File: src/rtl/instr_mem_loader_if.sv
// instr_mem_loader_if: descriptor stream carrying symbolic instructions into the loader.
interface instr_mem_loader_if;
  logic        in_valid;
  logic        in_ready;
  logic        in_last;
  logic [3:0]  in_op;
  logic [4:0]  in_rs;
  logic [4:0]  in_rt;
  logic [4:0]  in_rd;
  logic [5:0]  in_funct;
  logic [15:0] in_imm;
  logic [25:0] in_target;
  modport master (
    output in_valid, in_last, in_op, in_rs, in_rt, in_rd, in_funct, in_imm, in_target,
    input  in_ready
  );
  modport slave (
    input  in_valid, in_last, in_op, in_rs, in_rt, in_rd, in_funct, in_imm, in_target,
    output in_ready
  );
endinterface

File: src/rtl/instr_mem_loader.sv
// instr_mem_loader: encodes descriptors into MIPS words and writes them to consecutive addresses.
module instr_mem_loader #(
  parameter int AW    = 8,
  parameter int DEPTH = 256
) (
  input  logic                 clk,
  input  logic                 rst_n,
  input  logic                 start,
  input  logic [AW-1:0]        base_addr,
  instr_mem_loader_if.slave    desc,
  output logic                 im_we,
  output logic [AW-1:0]        im_addr,
  output logic [31:0]          im_wdata,
  output logic                 busy,
  output logic                 done,
  output logic                 full,
  output logic                 err,
  output logic [AW:0]          count
);
  typedef enum logic [1:0] {IDLE, LOAD, DRAIN, DONE} state_t;
  localparam logic [AW:0] maxCount = (AW+1)'(DEPTH);
  state_t        state;
  logic [AW-1:0] wptr;
  logic          inReady;
  logic          accept;
  logic          legal;
  logic [5:0]    op6;
  logic [31:0]   word;
  assign desc.in_ready = inReady;
  assign accept = inReady & desc.in_valid;
  assign busy = state != IDLE;
  always_comb begin
    op6 = 6'b000000;
    legal = 1'b1;
    case (desc.in_op)
      4'd0, 4'd6: op6 = 6'b000000;
      4'd1:       op6 = 6'b001000;
      4'd2:       op6 = 6'b001010;
      4'd3:       op6 = 6'b001100;
      4'd4:       op6 = 6'b001101;
      4'd5:       op6 = 6'b001110;
      4'd7:       op6 = 6'b000100;
      4'd8:       op6 = 6'b000101;
      4'd9:       op6 = 6'b100011;
      4'd10:      op6 = 6'b101011;
      default:    legal = 1'b0;
    endcase
    word = desc.in_op == 4'd0 ? {6'b000000, desc.in_rs, desc.in_rt, desc.in_rd, 5'b00000, desc.in_funct} :
           desc.in_op == 4'd6 ? {6'b000010, desc.in_target} :
                                {op6, desc.in_rs, desc.in_rt, desc.in_imm};
  end
  // Writes are registered straight out of the accept edge, so the strobe lands one cycle later.
  always_ff @(posedge clk or negedge rst_n) begin
    if (!rst_n) begin
      state    <= IDLE;
      wptr     <= '0;
      inReady  <= 1'b0;
      im_we    <= 1'b0;
      im_addr  <= '0;
      im_wdata <= '0;
      done     <= 1'b0;
      full     <= 1'b0;
      err      <= 1'b0;
      count    <= '0;
    end else begin
      im_we <= 1'b0;
      done  <= 1'b0;
      case (state)
        IDLE: if (start) begin
          state   <= LOAD;
          wptr    <= base_addr;
          count   <= '0;
          err     <= 1'b0;
          full    <= 1'b0;
          inReady <= 1'b1;
        end
        LOAD: if (accept) begin
          if (legal) begin
            im_we    <= 1'b1;
            im_addr  <= wptr;
            im_wdata <= word;
            wptr     <= wptr + AW'(1);
            count    <= count + (AW+1)'(1);
          end else begin
            err <= 1'b1;
          end
          if (desc.in_last || (legal && count + (AW+1)'(1) == maxCount)) begin
            state   <= DRAIN;
            inReady <= 1'b0;
          end
        end
        DRAIN: begin
          state <= DONE;
          done  <= 1'b1;
          full  <= count == maxCount;
        end
        DONE: state <= IDLE;
      endcase
    end
  end
endmodule

File: src/flat_wrapper.sv
// flat-port wrapper written by rule: the top's interface ports become plain ports
module instr_mem_loader_flat 
#(
  parameter int AW    = 8,
  parameter int DEPTH = 256
)
  (clk, rst_n, start, base_addr, im_we, im_addr, im_wdata, busy, done, full, err, count, desc_in_valid, desc_in_last, desc_in_op, desc_in_rs, desc_in_rt, desc_in_rd, desc_in_funct, desc_in_imm, desc_in_target, desc_in_ready);
  instr_mem_loader_if desc_i ();
  input  logic clk;
  input  logic rst_n;
  input  logic start;
  input  logic [AW-1:0] base_addr;
  output logic im_we;
  output logic [AW-1:0] im_addr;
  output logic [31:0] im_wdata;
  output logic busy;
  output logic done;
  output logic full;
  output logic err;
  output logic [AW:0] count;
  input wire logic [$bits(desc_i.in_valid)-1:0] desc_in_valid;
  input wire logic [$bits(desc_i.in_last)-1:0] desc_in_last;
  input wire logic [$bits(desc_i.in_op)-1:0] desc_in_op;
  input wire logic [$bits(desc_i.in_rs)-1:0] desc_in_rs;
  input wire logic [$bits(desc_i.in_rt)-1:0] desc_in_rt;
  input wire logic [$bits(desc_i.in_rd)-1:0] desc_in_rd;
  input wire logic [$bits(desc_i.in_funct)-1:0] desc_in_funct;
  input wire logic [$bits(desc_i.in_imm)-1:0] desc_in_imm;
  input wire logic [$bits(desc_i.in_target)-1:0] desc_in_target;
  output wire logic [$bits(desc_i.in_ready)-1:0] desc_in_ready;
  assign desc_i.in_valid = desc_in_valid;
  assign desc_i.in_last = desc_in_last;
  assign desc_i.in_op = desc_in_op;
  assign desc_i.in_rs = desc_in_rs;
  assign desc_i.in_rt = desc_in_rt;
  assign desc_i.in_rd = desc_in_rd;
  assign desc_i.in_funct = desc_in_funct;
  assign desc_i.in_imm = desc_in_imm;
  assign desc_i.in_target = desc_in_target;
  assign desc_in_ready = desc_i.in_ready;
  instr_mem_loader #(.AW(AW), .DEPTH(DEPTH)) u_core (.clk(clk), .rst_n(rst_n), .start(start), .base_addr(base_addr), .desc(desc_i), .im_we(im_we), .im_addr(im_addr), .im_wdata(im_wdata), .busy(busy), .done(done), .full(full), .err(err), .count(count));
endmodule
File: config.mk
export PLATFORM = sky130hd
export DESIGN_NAME = instr_mem_loader_flat
export DESIGN_NICKNAME = d
export VERILOG_FILES = /design/src/rtl/instr_mem_loader_if.sv /design/src/rtl/instr_mem_loader.sv /design/src/flat_wrapper.sv
export SDC_FILE = /design/constraint.sdc
export NUM_CORES = 1
export LEC_CHECK = 0
export ABC_AREA = 1
export CORE_MARGIN = 1
export CORE_UTILIZATION = 44
export CTS_BUF_LIST = sky130_fd_sc_hd__clkbuf_16
export CTS_CLUSTER_SIZE = 40
export DETAILED_ROUTE_END_ITERATION = 10
export GPL_ROUTABILITY_DRIVEN = 1
export PLACE_DENSITY = 0.81
export SLEW_MARGIN = 5
export SYNTH_ARGS = -nofsm -noshare
export SYNTH_HDL_FRONTEND = slang
export SYNTH_SLANG_ARGS = --single-unit
File: constraint.sdc
create_clock -name clk -period 2 [get_ports clk]
set_input_delay 0.5 -clock clk [delete_from_list [all_inputs] [get_ports clk]]
set_output_delay 0.5 -clock clk [all_outputs]
set_load 0.02 [all_outputs]
# Yosys cells after proc, flatten, opt, wreduce, memory -nomap -nowiden
# Cells that the tools add are included.
totals:
  regBits: 64
  in_bits: 80
  wordCells: 76
classes:
  addsub: 2
  eq_ne: 20
  muxes: 29
  bitwise: 1
  n_reduce_logical: 14
ops:
  columns: ["op", "n"]
  rows:
  - ["32-bit two-way mux", 2]
  - ["6-bit one-hot mux with 9 select lines", 1]
  - ["9-bit two-way mux", 3]
  - ["8-bit two-way mux", 3]
  - ["9-bit equality test, second input constant", 2]
  - ["9-bit one-hot mux with 2 select lines", 1]
  - ["4-bit by 3-bit equality test with 1-bit output, second input constant", 4]
  - ["8-bit one-hot mux with 2 select lines", 1]
  - ["4-bit equality test, second input constant", 3]
  - ["4-bit AND reduction", 3]
  - ["1-bit two-way mux", 11]
  - ["11-bit OR reduction", 1]
  - ["9-bit by 1-bit adder with 9-bit output, second input constant", 1]
  - ["8-bit by 1-bit adder with 8-bit output, second input constant", 1]
  - ["4-bit by 2-bit equality test with 1-bit output, second input constant", 2]
  - ["2-bit one-hot mux with 4 select lines", 1]
  - ["2-bit two-way mux", 3]
  - ["2-bit by 1-bit != test with 1-bit output, second input constant", 3]
  - ["1-bit one-hot mux with 2 select lines", 3]
  - ["3-bit AND reduction", 2]
  - ["2-bit nonzero test", 3]
  - ["2-bit equality test, second input constant", 2]
  - ["4-bit by 1-bit equality test with 1-bit output, second input constant", 1]
  - ["4-bit logical NOT", 1]
  - ["other kinds (7)", 8]

# Depth between registers and ports, before layout
# Gate-level depths: netlist of the first run.
logic_depth:
  ltp_word: 8
  mapped_depth: 13
  ltp_nobuf: 13

# Worst setup path after synthesis of the first run
# Ideal clock, no wire load.
synth_path:
  kind: "register -> register"
  startpoint: "register u_core.state[1]"
  endpoint: "register u_core.wptr[6]"
  setup_time_ns: 0.123
  arrival_ns: 1.492
  path_slack_ns: 0.385
  stages_incl_launch_ff: 13
  path_buffers: 2
  cell_sequence: "dfrtp_1 inv_1 ha_1 buf_6 nand2_2 nand2_2 a21oi_4 nand2_2 nand2_2 buf_6 nand2_2 a21oi_1 nor2_1"
synth_via:
  elab_chain_cells: 3
  elab_cells_between_ends: 8
  classes_between: "eq/ne (4); mux (1); reduce/logical (3)"
synth_rtl:
  columns: ["element", "line_no", "text"]
  rows:
  - ["start: declaration", "instr_mem_loader.sv:22", "state_t state;"]
  - ["start signal: assignment", "instr_mem_loader.sv:55", "state <= IDLE;"]
  - ["start signal: assignment", "instr_mem_loader.sv:70", "state <= LOAD;"]
  - ["start signal: assignment", "instr_mem_loader.sv:88", "state <= DRAIN;"]
  - ["2-bit by 1-bit equality test with 1-bit output or 2-bit logical NOT (tied branches)", "instr_mem_loader.sv:68", "case (state)"]
  - ["2-bit by 1-bit != test with 1-bit output (no source line), or another cell as far along", null, null]
  - ["4-bit AND reduction (no source line)", null, null]
  - ["end signal: assignment", "instr_mem_loader.sv:71", "wptr <= base_addr;"]
  - ["end signal: assignment", "instr_mem_loader.sv:82", "wptr <= wptr + AW'(1);"]
  - ["end: declaration", "instr_mem_loader.sv:23", "logic [AW-1:0] wptr;"]
# Parallel ways exist; a longest one is shown, timed or not.
# A chain may end at the register's enable or synchronous reset.

# Final worst setup path of the first run
layout_path:
  startpoint: "register u_core.count[5]"
  endpoint: "output count[5]"
layout_lines:
  columns: ["element", "line_no", "text"]
  rows:
  - ["start: declaration", "instr_mem_loader.sv:18", "output logic [AW:0] count"]
  - ["start signal: assignment", "instr_mem_loader.sv:83", "count <= count + (AW+1)'(1);"]
  - ["end: declaration", "flat_wrapper.sv:20", "output logic [AW:0] count;"]
# No word-level cell between the ends.

==> results of run 1 <==
-- through the flow --
step	TNS (ns)	instances
2_1_floorplan	0	424
3_3_place_gp	-4.20	671
3_5_place_dp	-7.95	671
4_1_cts	0	687
5_1_grt	0	687
6_report	0	687
-- flip-flops by register name (all words and copies together), names as in the netlist --
name / count
u_core.full: 1
u_core.state: 2
u_core.im_wdata: 31
u_core.desc.in_ready: 1
u_core.err: 1
u_core.wptr: 8
u_core.done: 1
u_core.im_we: 1
u_core.im_addr: 8
u_core.count: 9
-- cell families after synthesis --
kind of cell,Yosys count
other cells,1
buf+inv,57
flops,63
fa+ha+maj,6
compound gates,84
simple gates,211
xor+xnor,2
-- worst reg2reg max path, cell delays in order (launching register included) --
cell and delay [ns]:
dfrtp_1 0.40, inv_1 0.10, ha_2 0.27, inv_2 0.11, nor3_4 0.24, buf_4 0.16
buf_4 0.18, nor2_1 0.06, a31oi_1 0.16
-- synthesized netlist by cell type (2+ instances only) --
cell / count / area [um^2]
inv_1: 34 / 128
buf_4: 6 / 45.0
a31oi_1: 18 / 113
buf_6: 5 / 56.3
nand2_1: 128 / 480
o31ai_2: 2 / 25.0
o21ai_1: 6 / 30.0
inv_2: 4 / 15.0
a41oi_1: 4 / 35.0
o21ai_0: 17 / 85.1
nor2_2: 3 / 18.8
clkbuf_1: 2 / 7.51
nand4_1: 4 / 25.0
ha_1: 6 / 75.1
o211ai_1: 6 / 45.0
dfrtp_1: 63 / 1580
xor2_1: 2 / 17.5
buf_2: 4 / 20.0
nor2_1: 43 / 161
o22ai_1: 6 / 37.5
nand3_1: 13 / 65.1
a21oi_1: 21 / 105
nor2_4: 2 / 22.5
or2_2: 6 / 37.5
nand2_2: 8 / 50.1
-- cell usage in the layout (no fill, tap or decap), types with 2 or more instances in the layout --
cell type,instances
inv_1,34
clkbuf_16,9
o31ai_2,2
buf_4,30
nor2_2,3
nand2_2,8
clkinvlp_4,2
a41oi_1,4
buf_12,2
or2_2,6
nand2_1,128
o211ai_1,6
nand4_1,4
ha_1,5
nand3_1,13
clkinv_4,3
nor2_1,43
clkdlybuf4s50_1,130
nor2_4,2
o21ai_1,6
dfrtp_1,63
o21ai_0,17
bufinv_16,2
a21oi_1,21
xor2_1,2
o22ai_1,6
a31oi_1,18
inv_2,4
-- where the power goes --
group          total, uW  internal, uW  switching [uW]
registers           2190          1830             359
logic               3600          1650            1950
clock network       1660          1090             573
-- routing by layer --
metal	part of all wire	vias to the layer above	GRT usage
li1	-	1708	-
met1	0.42	1601	0.303
met2	0.48	135	0.445
met3	0.082	15	0.0693
met4	0.014	0	0.0895
met5	0	-	0
-- final timing paths --
check	end	cells after the start
max	count[5]	1
min	u_core.state[1]$_DFFE_PN0P_	2
max reg2reg	u_core.im_wdata[22]$_DFFE_PN0P_	8
min reg2reg	u_core.im_addr[2]$_DFFE_PN0P_	2
max in group asynchronous	u_core.im_wdata[15]$_DFFE_PN0P_	2
min in group clk	u_core.im_addr[2]$_DFFE_PN0P_	2
-- final cells by class --
type | count | area, um^2
clock inverters | 7 | 97.6
inverters | 40 | 155
repair buffers | 165 | 1590
well taps | 99 | 124
clock buffers | 9 | 225
flip-flops and latches | 63 | 1580
multi-input cells | 304 | 1520
fillers | 550 | 2050
-- timing repair --
action,4_1_cts,5_1_grt
resized for setup,3,3
hold buffers,0,0
pin swaps,0,0
endpoints found under the setup margin,2,12
endpoints found under the hold margin,0,0
==> results.md, run 1 <==
- Outcome: finished, final reports clean
- Final setup viols: 0
- Post-route cell area: 5290 um^2
- Total Power: 7450 uW
- Commonest register cell after synthesis: dfrtp_1
- Crit start category: flop
- Leakage Power: 0.00240 uW
- Port bufs: 133
- Root Driver: clkbuf_16
- Slowest-stage cell, CP: clkdlybuf4s50_1
- Hpwl dp: 7520 um
- Worst Skew: 0.00596 ns
- Worst vdd ir: 0.000870 V
- Area of the die: approximately 8000 um^2
- GRT Total Usage: 0.255
- Total gr overflow: 0
- Initial antenna violation count: 0
- Final nets: between 600 and 700
- First-pass GRT wire length: 15300 um
- Final WL: 10100 um
- CTS tree: done
- EDFF count, synth: 0
- Drt first-iter violations: roughly 150
- Reg2Reg Setup Slack: 0.23 ns
- Starting Density: 0.459
- Cts bufs inserted: 9
- Syn-to-layout area delta: 57.0%
- Crit. End Element: output port
- Number of global-route vias before repair: 3373
- Vias: ~3500
- CP max stage delay: 0.65 ns
- H-tree Lvls: 3
- Fin util: 0.721
- Setup ws final: between 0.07 and 0.08 ns
- CTS max path bufs: 2
- Share of cells above drive strength 1: 0.138
- Simple-Gate Fraction of Synth Area: 0.265
- Syn Inst Count: ~420
- Placement Cell Area: 4960 um^2
- Mapped cell area: 3370 um^2
- Row cnt: 31
- Post-route ant nets: 0
- Die Wd: 89.5 um
- # IOs: 135
- Adder-cell share of the synthesized area: 0.0223
- Worst Setup SP: u_core.count[5]$_DFFE_PN0P_
- Setup bufs post-CTS: 0
- Final hold vios: 0
- Clk sinks: 63
- Final Max Slew Viols: 0
- CTS clk-pin slew, worst paths: 0.06 ns
- Syn avg cell area: roughly 7.9 um^2
- Pwr/cell area: roughly 1400 nW/um^2
- Syn Nets: 510
- Core ar.: 7330 um^2
- Wire per inst: roughly 15 um
- Max_cap viols: 0
- Worst endpoint data arrival time: about 1.4 ns
- RSZ-0062 raised after global routing: false
- Mean number of vias per cell: 5.03
- Worst hold margin: 0.191 ns
- Xor and xnor area share after synthesis: 0.00520
- Post-route DRC: 0
- Worst-path cell chain: clkdlybuf4s50_1
- Largest family of logic cells by synthesized area: simple AND/OR/NAND/NOR gates
- Worst flop-to-flop path startpoint: u_core.state[1]$_DFFE_PN0P_
- Die height: around 89 um
- RePlAce Congestion: about 0.86
- Crit path buffers/inverters: 1
- WS Path Type: reg -> out
- Seq/Total Area, Yosys: 0.468
- Mux cell area share after synthesis: 0
- Worst-path fanout max: 7
- Crit path max-delay family: buffers and inverters
- Iteration count of the initial detailed-routing pass: 4
- Final Cycle Share: 0.963
- Count of cell types in the netlist: 36
- Pre-CTS WS: -0.201 ns
- Largest net degree at the start of global routing: 64
- Worst skew pair latency: 0.32 ns
- Required time of the critical path: 1.50 ns
- YS warnings: 0
- Hold Path Class: in -> async
- Yosys reg bits: 63
- Antenna cells: 0
- F_max: between 0.5 and 0.6 GHz
- Synth Area in Compound Gates: 0.153
- Ys async rst share: 1.00
- Min Clock Period, post-route: 1.93 ns
Power figures use the tool's default switching activity.
==> run 2: changes to the inputs <==
- GPL_ROUTABILITY_DRIVEN: 1 -> not set
- HOLD_SLACK_MARGIN: not set -> 0.1
==> results of run 2 <==
Final layout, timing and power as in run 1 (identical DEF).
==> RTL change 1, RTL diff (flow settings as in run 1) <==
`AW` is set to 8 in 2 places; all go to 9.
--- a/src/rtl/instr_mem_loader.sv
+++ b/src/rtl/instr_mem_loader.sv
@@ -1,6 +1,6 @@
 // instr_mem_loader: encodes descriptors into MIPS words and writes them to consecutive addresses.
 module instr_mem_loader #(
-  parameter int AW    = 8,
+  parameter int AW    = 9,
   parameter int DEPTH = 256
 ) (
   input  logic                 clk,
--- a/src/flat_wrapper.sv
+++ b/src/flat_wrapper.sv
@@ -1,7 +1,7 @@
 // flat-port wrapper written by rule: the top's interface ports become plain ports
 module instr_mem_loader_flat 
 #(
-  parameter int AW    = 8,
+  parameter int AW    = 9,
   parameter int DEPTH = 256
 )
   (clk, rst_n, start, base_addr, im_we, im_addr, im_wdata, busy, done, full, err, count, desc_in_valid, desc_in_last, desc_in_op, desc_in_rs, desc_in_rt, desc_in_rd, desc_in_funct, desc_in_imm, desc_in_target, desc_in_ready);
Interface: changed (resized base_addr, count and im_addr); port bits go from 135 to 138. No check against the original RTL was run, so the function may have changed too.
==> RTL change 1 against run 1 <==
Final area increased by 4.4%; hold slack got worse by 0.0019 ns; power increased by 4.3%; area after synthesis increased by 4.9%; combinational power increased by 8.3%; sequential cell count increased by 3; routed wire length increased by 3.6%; global-route usage increased by 0.43 points; setup slack got worse by 0.014 ns; critical path type unchanged; critical endpoint is now count[1]; largest power group unchanged; highest routed layer unchanged.
==> RTL change 1: results <==
[global_routing]
grt_util_met2 = 0.4386
grt_pass1_vias = 3573
use_met3 = 0.05025
grt_pass1_wl_um = 16950
met1_usage = 0.3182
grt_usage = 0.2594
grt_max_degree = 67

[critical_path]
r2r_cells = 12
cp_max_fo = 6
crit_family = "buffers and inverters"
setup.worst_path.end = "count[1]"
slowest_delay_ns = 0.60
critPathSlowestCell = "clkdlybuf4s50_1"
crit-reg2reg-launch = "u_core.state[0]$_DFFE_PN0P_"
cp-startpoint = "u_core.count[1]$_DFFE_PN0P_"
worstReg2RegEnd = "u_core.count[6]$_DFFE_PN0P_"
rrSetupSlack_ns = 0.15

[routing]
vias = 3713
wl_met1_um = 4290
drt_iter0_drc = 203
dr.pass1.iters = 6
dr.max_layer_used = "met4"
wl_per_cell_um = 14.54
dr_wl_met2_um = 5216
wl_met3_um = 751
vias_per_cell = 5.143

[logic_synthesis]
syn_nets = 539
synthAdderAreaFrac = 0.02481
yosysSeqAreaShare = 0.4679
synth_compound_area_frac = 0.1450
syn_avg_cell_area_um2 = 7.826
synthXorXnorAreaFrac = 0.004963
synth.area.top_cells = "dfrtp_1, nand2_1, nor2_1"
yosysUniqueCellTypes = 35
synth_common_cells = "nand2_1, dfrtp_1, nor2_1, inv_1, nand3_1"

[clock_network]
cts.repair.resized = 1

[power]
p_seq_mw = 2.23
p_switching_mw = 3.000
leakage_nw = 2.503
vdd_drop_max_mv = 0.8692
p_int_mw = 4.771

[sta]
timing.fmax_ghz = 0.5154
hold_ws_ns = 0.1889
fin_skew_ns = 0.004999

[placed_design]
place_worst_setup_slack_ns = -0.1522
routabilityCongestion = 0.9046
dp_cells = 706
placed_area_um2 = 5209
hpwl_um = 7899
io_buffers = 136

[run_status]
status = "finished clean"

[cells_and_area]
layout.nets = 703
drive_gt1_frac = 0.1194
fill_cells = 595
biggestRegsByFlops = "u_core.im_wdata (31), u_core.count (10)"

[worst_hold_path]
min_path_type = "in -> async"
RTL change 1: changes by cell type in the layout (fill, tap and decap cells not counted), sizes merged, moves of 3 or more:
cell           change
nand3             +14
nand2             +13
o21ai             +13
a21oi             -11
a31oi              -5
o211ai             -5
or2                -5
clkdlybuf4s50      +4
inv                +4
dfrtp              +3
o22ai              +3
RTL change 1: worst register-to-register path, cell delays in order, from the launching register on:
cell     delay, ns
dfrtp_1       0.39
inv_1         0.09
ha_1          0.20
inv_1         0.07
or2_4         0.24
nand2_4       0.09
nor2_4        0.05
nand2_4       0.07
inv_2         0.04
nor2_4        0.09
inv_2         0.10
buf_12        0.16
o22ai_1       0.16
RTL change 1: area by class of cell:
cell class              instances  area (µm²)  area share
well taps                     102       127.6     0.02313
flip-flops and latches         66        1652      0.2993
clock inverters                 7       85.08     0.01542
repair buffers                169        1640      0.2973
clock buffers                   9       225.2     0.04082
multi-input cells             328        1634      0.2961
inverters                      41       153.9     0.02789
==> RTL change 2, RTL diff (config.mk and constraints of run 1) <==
Without the edit above. Encoding of `state_t`: now Gray code (2 bits for 4 states).
--- a/src/rtl/instr_mem_loader.sv
+++ b/src/rtl/instr_mem_loader.sv
@@ -17,7 +17,7 @@
   output logic                 err,
   output logic [AW:0]          count
 );
-  typedef enum logic [1:0] {IDLE, LOAD, DRAIN, DONE} state_t;
+  typedef enum logic [1:0] {IDLE = 2'b00, LOAD = 2'b01, DRAIN = 2'b11, DONE = 2'b10} state_t;
   localparam logic [AW:0] maxCount = (AW+1)'(DEPTH);
   state_t        state;
   logic [AW-1:0] wptr;
Check against the original RTL: same outputs for any inputs over 4 cycles, from zero or initial values and one cycle with rst_n low; so few cycles prove little.
==> RTL change 2 against run 1 <==
Final area decreased by 3.5%; routed wire length decreased by 8.1%; global-route usage increased by 0.71 points; sequential cell count unchanged; setup slack gained 0.013 ns; power is 8.1% lower; final cell count down 5.5%; register-to-register slack better by 0.02 ns; area after synthesis is 5.7% lower; sequential share of layout area is 1.1 points higher; critical path depth unchanged; critical path type unchanged; highest routed layer unchanged.
==> RTL change 2: results <==
[run_status]
status = "finished clean"

[global_routing]
met1_usage = 0.3115
grt_pass1_vias = 3255
grt_pass1_wl_um = 15120
use_met3 = 0.08815
grt_usage = 0.2622
grt_util_met2 = 0.4302
antenna_found_initial = 0
grt_max_degree = 64

[routing]
wl_per_cell_um = 14.35
vias_per_cell = 5.194
dr.pass1.iters = 5
vias = 3371
drt_iter0_drc = 170

[critical_path]
rrSetupSlack_ns = 0.25
r2r_cells = 12
cp.arrival_ns = 1.41
slowest_delay_ns = 0.64
crit-reg2reg-launch = "u_core.count[0]$_DFFE_PN0P_"
cp-startpoint = "u_core.count[6]$_DFFE_PN0P_"
cp_max_fo = 5
setup.worst_path.end = "count[6]"
worstReg2RegEnd = "u_core.desc.in_ready$_DFFE_PN0P_"

[placed_design]
placed_area_um2 = 4782
dp_cells = 633
routabilityCongestion = 0.8547
place_worst_setup_slack_ns = -0.05268
hpwl_um = 6705

[cells_and_area]
drive_gt1_frac = 0.09222
antenna_cells = 0
biggestRegsByFlops = "u_core.im_wdata (31), u_core.count (9)"
fill_cells = 522

[logic_synthesis]
synth.area.top_cells = "dfrtp_1, nand2_1, o21ai_0"
synthXorXnorAreaFrac = 0.002758
syn_nets = 483
synthAdderAreaFrac = 0.01182
syn_avg_cell_area_um2 = 7.939
yosysUniqueCellTypes = 34
synth_compound_area_frac = 0.1639
synth.area.mux_share = 0
synth_common_cells = "nand2_1, dfrtp_1, nor2_1, inv_1, o21ai_0"
yosysSeqAreaShare = 0.4965

[power]
vdd_drop_max_mv = 0.7238
leakage_nw = 2.331

[clock_network]
cts_max_level = 3

[sta]
fin_skew_ns = 0.004508
period_share = 0.9567
-- RTL change 2: stage by stage --
stage                       util  TNS, ns  hold WS (ns)
final                     0.7424        0        0.1861
after global routing      0.7424        0        0.2095
after CTS                 0.7417        0        0.1973
after detailed placement  0.6962  -0.3711        0.4654
after global placement    0.6962        0        0.4620
after floorplan                -        0        0.2044
-- RTL change 2: metal layers --
layer / part of all wire / wire length (µm)
met1: 0.39 / 3666
met2: 0.50 / 4611
met3: 0.090 / 841
met4: 0.021 / 193
met5: 0 / 0
-- RTL change 2: worst min path at each step --
stage	startpoint	to	slack (ns)
final	rst_n	u_core.im_addr[3]$_DFFE_PN0P_	0.19
after global routing	rst_n	u_core.im_addr[3]$_DFFE_PN0P_	0.21
after CTS	rst_n	u_core.im_addr[3]$_DFFE_PN0P_	0.20
after detailed placement	u_core.im_addr[1]$_DFFE_PN0P_	u_core.im_addr[1]$_DFFE_PN0P_	0.47
after global placement	u_core.im_addr[1]$_DFFE_PN0P_	u_core.im_addr[1]$_DFFE_PN0P_	0.46
after floorplan	rst_n	u_core.count[0]$_DFFE_PN0P_	0.20
-- RTL change 2: report_power, final --
group	internal (mW)	switching, mW	total (mW)
combinational	1.44	1.62	3.06
sequential	1.80	0.349	2.15
clock	1.08	0.562	1.64
total	4.32	2.53	6.85
-- RTL change 2: layout make-up --
class,instances,share of cell area
repair buffers,155,0.3131
flip-flops and latches,63,0.3091
multi-input cells,288,0.2696
clock buffers,9,0.04416
well taps,96,0.02355
inverters,31,0.02331
clock inverters,7,0.01717
-- RTL change 2: timing repair --
action / in CTS / in global routing
hold buffers: 0 / 0
endpoints found under the setup margin: 0 / 2
resized for setup: 0 / 2
